**src/rtl/sha256_pkg.sv**
```systemverilog
// Shared types, widths and message padding for the SHA-256 nonce search stage.
package sha256_pkg;

    localparam int unsigned SHA_BLOCK_W  = 512;
    localparam int unsigned SHA_DIGEST_W = 256;
    localparam int unsigned MSG_LEN_BITS = 96;

    typedef enum logic [2:0] {
        ST_IDLE,
        ST_LOAD,
        ST_ISSUE,
        ST_WAIT,
        ST_CHECK,
        ST_FINISH
    } nonce_search_state_t;

    // Single-block padding of a 96-bit message: header, nonce, '1' marker, zeros, bit length.
    function automatic logic [SHA_BLOCK_W-1:0] pad_96(input logic [63:0] header,
                                                      input logic [31:0] nonce);
        return {header, nonce, 1'b1, 351'd0, 64'(MSG_LEN_BITS)};
    endfunction

endpackage

```
**src/rtl/sha256_nonce_search_if.sv**
```systemverilog
// Start/done handshake and data buses between the nonce search stage and the SHA-256 core.
interface sha256_nonce_search_if;
    import sha256_pkg::*;

    logic [SHA_BLOCK_W-1:0]  sha_block;
    logic                    sha_start;
    logic                    sha_done;
    logic [SHA_DIGEST_W-1:0] sha_digest;

    modport master (output sha_block, output sha_start, input sha_done, input sha_digest);
    modport slave  (input sha_block, input sha_start, output sha_done, output sha_digest);

endinterface

```
**src/rtl/sha256_block_pad.sv**
```systemverilog
// Combinational packing of header and nonce into one padded 512-bit SHA-256 block.
module sha256_block_pad
    import sha256_pkg::*;
(
    input  logic [63:0]            header,
    input  logic [31:0]            nonce,
    output logic [SHA_BLOCK_W-1:0] block
);

    always_comb begin
        block = pad_96(header, nonce);
    end

endmodule

```
**src/rtl/sha256_nonce_search.sv**
```systemverilog
// Nonce sweep controller driving a SHA-256 core; optional watchdog via NONCE_SEARCH_TIMEOUT_EN.
module sha256_nonce_search
    import sha256_pkg::*;
#(
    parameter int unsigned NONCE_W        = 32,
    parameter int unsigned TIMEOUT_CYCLES = 128
) (
    input  logic                    clk,
    input  logic                    reset_n,
    input  logic                    search_start,
    input  logic                    abort,
    input  logic [63:0]             header,
    input  logic [SHA_DIGEST_W-1:0] target,
    input  logic [NONCE_W-1:0]      nonce_first,
    input  logic [NONCE_W-1:0]      nonce_last,
    sha256_nonce_search_if.master   core,
    output logic                    busy,
    output logic                    result_valid,
    output logic                    found,
    output logic [NONCE_W-1:0]      nonce_out,
    output logic [SHA_DIGEST_W-1:0] hash_out,
    output logic [NONCE_W:0]        attempts
`ifdef NONCE_SEARCH_TIMEOUT_EN
    ,
    output logic                    timeout_err
`endif
);

    nonce_search_state_t     state;
    logic [63:0]             hdr_q;
    logic [SHA_DIGEST_W-1:0] tgt_q;
    logic [SHA_DIGEST_W-1:0] dig_q;
    logic [NONCE_W-1:0]      nonce_q;
    logic [NONCE_W-1:0]      last_q;
    logic [NONCE_W-1:0]      pad_nonce;
    logic [SHA_BLOCK_W-1:0]  pad_block;

`ifdef NONCE_SEARCH_TIMEOUT_EN
    localparam int unsigned WD_W = $clog2(TIMEOUT_CYCLES + 1);
    logic [WD_W-1:0] wd_cnt;
`endif

    // The block register is reloaded in LOAD (first nonce) and CHECK (next nonce).
    always_comb begin
        pad_nonce = (state == ST_CHECK) ? nonce_q + NONCE_W'(1) : nonce_q;
    end

    sha256_block_pad u_pad (
        .header (hdr_q),
        .nonce  (pad_nonce),
        .block  (pad_block)
    );

    always_ff @(posedge clk) begin
        if (!reset_n) begin
            state          <= ST_IDLE;
            hdr_q          <= '0;
            tgt_q          <= '0;
            dig_q          <= '0;
            nonce_q        <= '0;
            last_q         <= '0;
            core.sha_block <= '0;
            core.sha_start <= 1'b0;
            busy           <= 1'b0;
            result_valid   <= 1'b0;
            found          <= 1'b0;
            nonce_out      <= '0;
            hash_out       <= '0;
            attempts       <= '0;
`ifdef NONCE_SEARCH_TIMEOUT_EN
            wd_cnt         <= '0;
            timeout_err    <= 1'b0;
`endif
        end else if (abort && state != ST_IDLE) begin
            state          <= ST_IDLE;
            core.sha_start <= 1'b0;
            busy           <= 1'b0;
            result_valid   <= 1'b0;
        end else begin
            unique case (state)
                ST_IDLE: begin
                    result_valid <= 1'b0;
                    if (search_start) begin
                        hdr_q    <= header;
                        tgt_q    <= target;
                        nonce_q  <= nonce_first;
                        last_q   <= nonce_last;
                        found    <= 1'b0;
                        attempts <= '0;
                        busy     <= 1'b1;
`ifdef NONCE_SEARCH_TIMEOUT_EN
                        timeout_err <= 1'b0;
`endif
                        state    <= ST_LOAD;
                    end
                end
                ST_LOAD: begin
                    core.sha_block <= pad_block;
                    core.sha_start <= 1'b1;
                    state          <= ST_ISSUE;
                end
                ST_ISSUE: begin
                    core.sha_start <= 1'b0;
`ifdef NONCE_SEARCH_TIMEOUT_EN
                    wd_cnt         <= '0;
`endif
                    state          <= ST_WAIT;
                end
                ST_WAIT: begin
                    if (core.sha_done) begin
                        dig_q <= core.sha_digest;
                        state <= ST_CHECK;
                    end
`ifdef NONCE_SEARCH_TIMEOUT_EN
                    else if (wd_cnt == WD_W'(TIMEOUT_CYCLES - 1)) begin
                        timeout_err  <= 1'b1;
                        found        <= 1'b0;
                        result_valid <= 1'b1;
                        busy         <= 1'b0;
                        state        <= ST_FINISH;
                    end else begin
                        wd_cnt <= wd_cnt + WD_W'(1);
                    end
`endif
                end
                ST_CHECK: begin
                    attempts  <= attempts + (NONCE_W+1)'(1);
                    nonce_out <= nonce_q;
                    hash_out  <= dig_q;
                    if (dig_q < tgt_q || nonce_q == last_q) begin
                        found        <= (dig_q < tgt_q);
                        result_valid <= 1'b1;
                        busy         <= 1'b0;
                        state        <= ST_FINISH;
                    end else begin
                        nonce_q        <= pad_nonce;
                        core.sha_block <= pad_block;
                        core.sha_start <= 1'b1;
                        state          <= ST_ISSUE;
                    end
                end
                ST_FINISH: begin
                    result_valid <= 1'b0;
                    state        <= ST_IDLE;
                end
                default: state <= ST_IDLE;
            endcase
        end
    end

endmodule
```
**src/flat_wrapper.sv**
```systemverilog
// flat-port wrapper written by rule: the top's interface ports become plain ports
module sha256_nonce_search_flat import sha256_pkg::*;
#(
    parameter int unsigned NONCE_W        = 32,
    parameter int unsigned TIMEOUT_CYCLES = 128
)
  (clk, reset_n, search_start, abort, header, target, nonce_first, nonce_last, busy, result_valid, found, nonce_out, hash_out, attempts, core_sha_block, core_sha_start, core_sha_done, core_sha_digest);
  sha256_nonce_search_if core_i ();
  input  logic clk;
  input  logic reset_n;
  input  logic search_start;
  input  logic abort;
  input  logic [63:0] header;
  input  logic [SHA_DIGEST_W-1:0] target;
  input  logic [NONCE_W-1:0] nonce_first;
  input  logic [NONCE_W-1:0] nonce_last;
  output logic busy;
  output logic result_valid;
  output logic found;
  output logic [NONCE_W-1:0] nonce_out;
  output logic [SHA_DIGEST_W-1:0] hash_out;
  output logic [NONCE_W:0] attempts;
  output wire logic [$bits(core_i.sha_block)-1:0] core_sha_block;
  output wire logic [$bits(core_i.sha_start)-1:0] core_sha_start;
  input wire logic [$bits(core_i.sha_done)-1:0] core_sha_done;
  input wire logic [$bits(core_i.sha_digest)-1:0] core_sha_digest;
  assign core_sha_block = core_i.sha_block;
  assign core_sha_start = core_i.sha_start;
  assign core_i.sha_done = core_sha_done;
  assign core_i.sha_digest = core_sha_digest;
  sha256_nonce_search #(.NONCE_W(NONCE_W), .TIMEOUT_CYCLES(TIMEOUT_CYCLES)) u_core (.clk(clk), .reset_n(reset_n), .search_start(search_start), .abort(abort), .header(header), .target(target), .nonce_first(nonce_first), .nonce_last(nonce_last), .core(core_i), .busy(busy), .result_valid(result_valid), .found(found), .nonce_out(nonce_out), .hash_out(hash_out), .attempts(attempts));
endmodule
```
**config.mk**
```make
export PLATFORM = sky130hd
export DESIGN_NAME = sha256_nonce_search_flat
export DESIGN_NICKNAME = d
export VERILOG_FILES = /design/src/rtl/sha256_pkg.sv /design/src/rtl/sha256_nonce_search_if.sv /design/src/rtl/sha256_block_pad.sv /design/src/rtl/sha256_nonce_search.sv /design/src/flat_wrapper.sv
export SDC_FILE = /design/constraint.sdc
export NUM_CORES = 2
export LEC_CHECK = 0
export ABC_AREA = 1
export BUFFER_PORTS_ARGS = -buffer_cell sky130_fd_sc_hd__buf_2
export CAP_MARGIN = 20
export CORE_AREA = 2 2 572 574
export DETAILED_ROUTE_END_ITERATION = 10
export DIE_AREA = 0 0 574 576
export SYNTH_ARGS = -nofsm -noshare
export SYNTH_HDL_FRONTEND = slang
export SYNTH_SLANG_ARGS = --single-unit
```
**constraint.sdc**
```tcl
create_clock -name clk -period 3.1 [get_ports clk]
set_input_delay 0.465 -clock clk [delete_from_list [all_inputs] [get_ports clk]]
set_output_delay 0.465 -clock clk [all_outputs]
set_load 0.03 [all_outputs]
```
==> summary.md <==
| Metric | Value |
|---|---|
| Post-synth EDFFs | `0` |
| Port Buf Inserts | `1068` |
| Post-synthesis cell area | `0.0485 sq mm` |
| Status | `finished clean` |
| Top cells by area in the synthesized netlist | `dfxtp_1, a21oi_1, o21ai_0` |
| Seq/Total Area, Yosys | `between 40% and 50%` |
| Worst path slowest cell | `dfxtp_1` |
| Area of the core | `0.325 sq mm` |
| Crit Path Max Fanout | `7` |
| Worst path max stage delay | `0.37 ns` |
| Flop2flop setup slack | `0.05 ns` |
| Final Cycle Share | `98.3%` |
| Nets | `9150` |
| Post-route ant nets | `0` |
| CTS sink cnt | `~1.1k` |
| Initial core utilization | `14.9%` |
| Largest area contributor in the netlist | `dfxtp_1` |
| Worst hold path depth | `3` |
| Register-to-Register Path Depth | `19` |
| Power density over cell area | `between 600 and 700 mW/mm^2` |
| Synth cell types | `43` |
| Area growth, synth to finish | `49.8%` |
| Via count | `50.4k` |
| Initial antenna violation count | `168` |
| Drt wl/cell | `21.3 microns` |
| Synth Warn # | `0` |
| Clock Latency Late Sink | `0.82 ns` |
| Top-count cell post-synth | `dfxtp_1` |
| Hold Startpoint | `target[60]` |
| Max_cap viols | `0` |
| CTS tree | `yes` |
| Endpoints failing setup | `0` |
| Non-Filler Instances | `12.8k` |
| P_leak | `~32 nW` |
| Worst r2r dst | `u_core.core.sha_block[417]$_SDFFE_PN0P_` |
| Fmax | `328 MHz` |
| Vert. Die Dim | `576 microns` |
| Hold WC Path Type | `in -> reg` |
| Yosys top cell area share | `between 40% and 50%` |
| Total power | `approximately 0.044 W` |
| Root Driver | `clkbuf_16` |
| Number of global-route vias before repair | `47.5k` |
| CP cell instances | `ha_4, nand2_2, inv_2, nand3_2, inv_2, nand2_2, nor4_4, buf_4, nand2_8, nor4b_4, nand2_4, nand2_4, nand3_4, nand2_8, buf_12, buf_12, clkbuf_16, a21oi_1, nor2_1` |
| Total grt overflow | `0` |
| Worst Tran Pin Value | `~1.1 ns` |
| Synthesis-stage register bit count | `1065` |
| Width of the die | `574 microns` |
| Final Skew | `0.0576 ns` |
| Async SR Flop Fraction | `0%` |
| Die area | `0.331 sq mm` |
| DP Wirelength | `211 mm` |
| First-pass GRT wire length | `368 mm` |
| DRC violation count after routing | `0` |
| Routed WL | `between 200 and 300 mm` |
| Fin. Hold Viols | `0` |
| Site row count | `210` |
| Fin. max-slew vios | `0` |
| Worst path required time | `3.84 ns` |
| TritonRoute pass-1 iters | `6` |
| Final GP Congestion | `0.876` |
| Vias per cell | `3.95` |
| H-tree Lvls | `4` |
| Synth top cells by count | `dfxtp_1, a21oi_1, nor2_1` |
| Critical path launch point type | `register` |
| Io pins | `1482` |
| Layout cells sized above 1 | `between 20% and 30%` |
| CTS Buffer Depth | `4` |
| Setup Crit Path Kind | `reg -> reg` |
| Placed Cells incl. Taps | `11.8k` |
| Reg2reg start | `u_core.dig_q[159]$_SDFFE_PN0P_` |
| Gr usage total | `15.6%` |
| DR iter-0 viols | `between 3k and 4k` |
| Worst path arrival time | `3.79 ns` |
| Final Critical Period | `3.05 ns` |
| Reg clk slew, reported paths | `around 0.06 ns` |
| Gate count after technology mapping | `approximately 6.4k` |
| Fill count | `35.9k` |
| Endpoint, Worst Hold | `u_core.tgt_q[60]$_SDFFE_PN0P_` |
| RSZ-0062 raised after global routing | `true` |
| Worst-case vdd ir drop | `0.496 mV` |
| CTS buffer count | `140` |
| Pin count of the biggest net entering global routing | `156` |
| Post-Syn Area per Cell | `7.58 sq um` |
| Setup crit end kind | `register` |
| Max_slew headroom | `29.2%` |
| Synth Flop Type | `dfxtp_1` |
==> routing by layer <==
| layer | track usage [%] | up-vias | wire length (microns) |
|---|---|---|---|
| met3 | 4.02 | 561 | 20800 |
| li1 | - | 24100 | - |
| met2 | 27.2 | 2045 | 131000 |
| met1 | 18.0 | 23600 | 106000 |
| met4 | 6.74 | 28 | 13600 |
| met5 | 0 | - | 192 |
==> cell usage in the layout (no fill, tap or decap), drive strengths merged, types with 3 or more instances in the layout <==
master	count
a211oi	3
a21oi	954
a31oi	5
buf	1516
bufinv	12
clkbuf	189
clkinv	27
conb	413
dfxtp	1065
diode	69
dlygate4sd3	619
ha	257
inv	472
nand2	750
nand3	461
nand4	45
nor2	760
nor3	38
nor4	14
o21a	8
o21ai	663
o21bai	4
xnor2	36
xor2	23
==> stage by stage <==
step	hold WS, ns	util, %	TNS, ns	setup slack, ns	cell area, sq um
after floorplan	0.430	-	0	0.700	50100
after global placement	0.442	18.4	-70.95	-0.670	59900
after detailed placement	0.450	18.4	-75.51	-0.723	59900
after CTS	0.00227	22.1	-5.99	-0.127	71800
after global routing	0.0600	22.3	-5.56	-0.132	72600
final	0.0697	22.4	0	0.0529	72700
==> critical path: cells and delay by family, from the launching register on <==
family | cells | cell delay (ns)
and+or+nand+nor | 11 | 1.43
buffers and inverters | 6 | 0.83
DFF | 1 | 0.37
adders and majority gates | 1 | 0.29
AOI/OAI and AO/OA | 1 | 0.06
==> registers in the layout (all words and copies together) (netlist names), 32 cells and up <==
signal	count
u_core.attempts	33
u_core.tgt_q	256
u_core.nonce_q	32
u_core.core.sha_block	97
u_core.hdr_q	64
u_core.hash_out	256
u_core.nonce_out	32
u_core.dig_q	256
u_core.last_q	32
==> what timing repair did <==
action / CTS / global route
hold endpoints to repair: 619 / 0
setup endpoints to repair: 136 / 132
pin swaps: 43 / 83
resized for setup: 116 / 173
setup buffers: 17 / 6
hold buffers: 619 / 0
cloned: 16 / 3
==> final cells by class <==
class                   instances  area (sq um)  share of cell area, %
well taps                    4346          5440                   7.48
clock buffers                 186          3950                   5.43
clock inverters                58           762                   1.05
diodes                         69           173                  0.237
inverters                     455          1740                   2.39
flip-flops and latches       1065         21400                   29.4
repair buffers               2138         15900                   21.9
multi-input cells            4448         23400                   32.2
==> worst max-delay path by stage <==
stage | start | slack, ns | to | depth (start not counted)
floorplan | u_core.tgt_q[189]$_SDFFE_PN0P_ | 0.70 | u_core.core.sha_block[439]$_SDFFE_PN0P_ | 17
global placement | u_core.tgt_q[167]$_SDFFE_PN0P_ | -0.67 | u_core.core.sha_block[504]$_SDFFE_PN0P_ | 16
detailed placement | u_core.tgt_q[167]$_SDFFE_PN0P_ | -0.72 | u_core.core.sha_block[474]$_SDFFE_PN0P_ | 16
CTS | u_core.tgt_q[139]$_SDFFE_PN0P_ | -0.13 | u_core.core.sha_block[460]$_SDFFE_PN0P_ | 18
global route | u_core.tgt_q[137]$_SDFFE_PN0P_ | -0.13 | u_core.core.sha_block[433]$_SDFFE_PN0P_ | 19
finish | u_core.dig_q[159]$_SDFFE_PN0P_ | 0.05 | u_core.core.sha_block[417]$_SDFFE_PN0P_ | 19
==> cell families (layout without fill, tap and decap cells) <==
kind of cell    count (synthesis)  in the layout  synth area share, %
other cells                     1            482              0.00773
compound gates               1645           1645                 17.1
xor+xnor                       59             59                 1.06
fa+ha+maj                     257            257                 6.63
buf+inv                      1298           2837                 13.4
flops                        1065           1065                 43.9
simple gates                 2074           2074                 17.9
==> power by group <==
group | internal [W] | switching [W] | leakage (nW) | total (W)
Combinational | 0.00423 | 0.00716 | 20.7 | 0.0114
Sequential | 0.0150 | 0.000789 | 8.69 | 0.0158
Clock | 0.0101 | 0.00703 | 2.32 | 0.0171
Total | 0.0293 | 0.0150 | 31.7 | 0.0443
(Power assumes the default switching activity.)
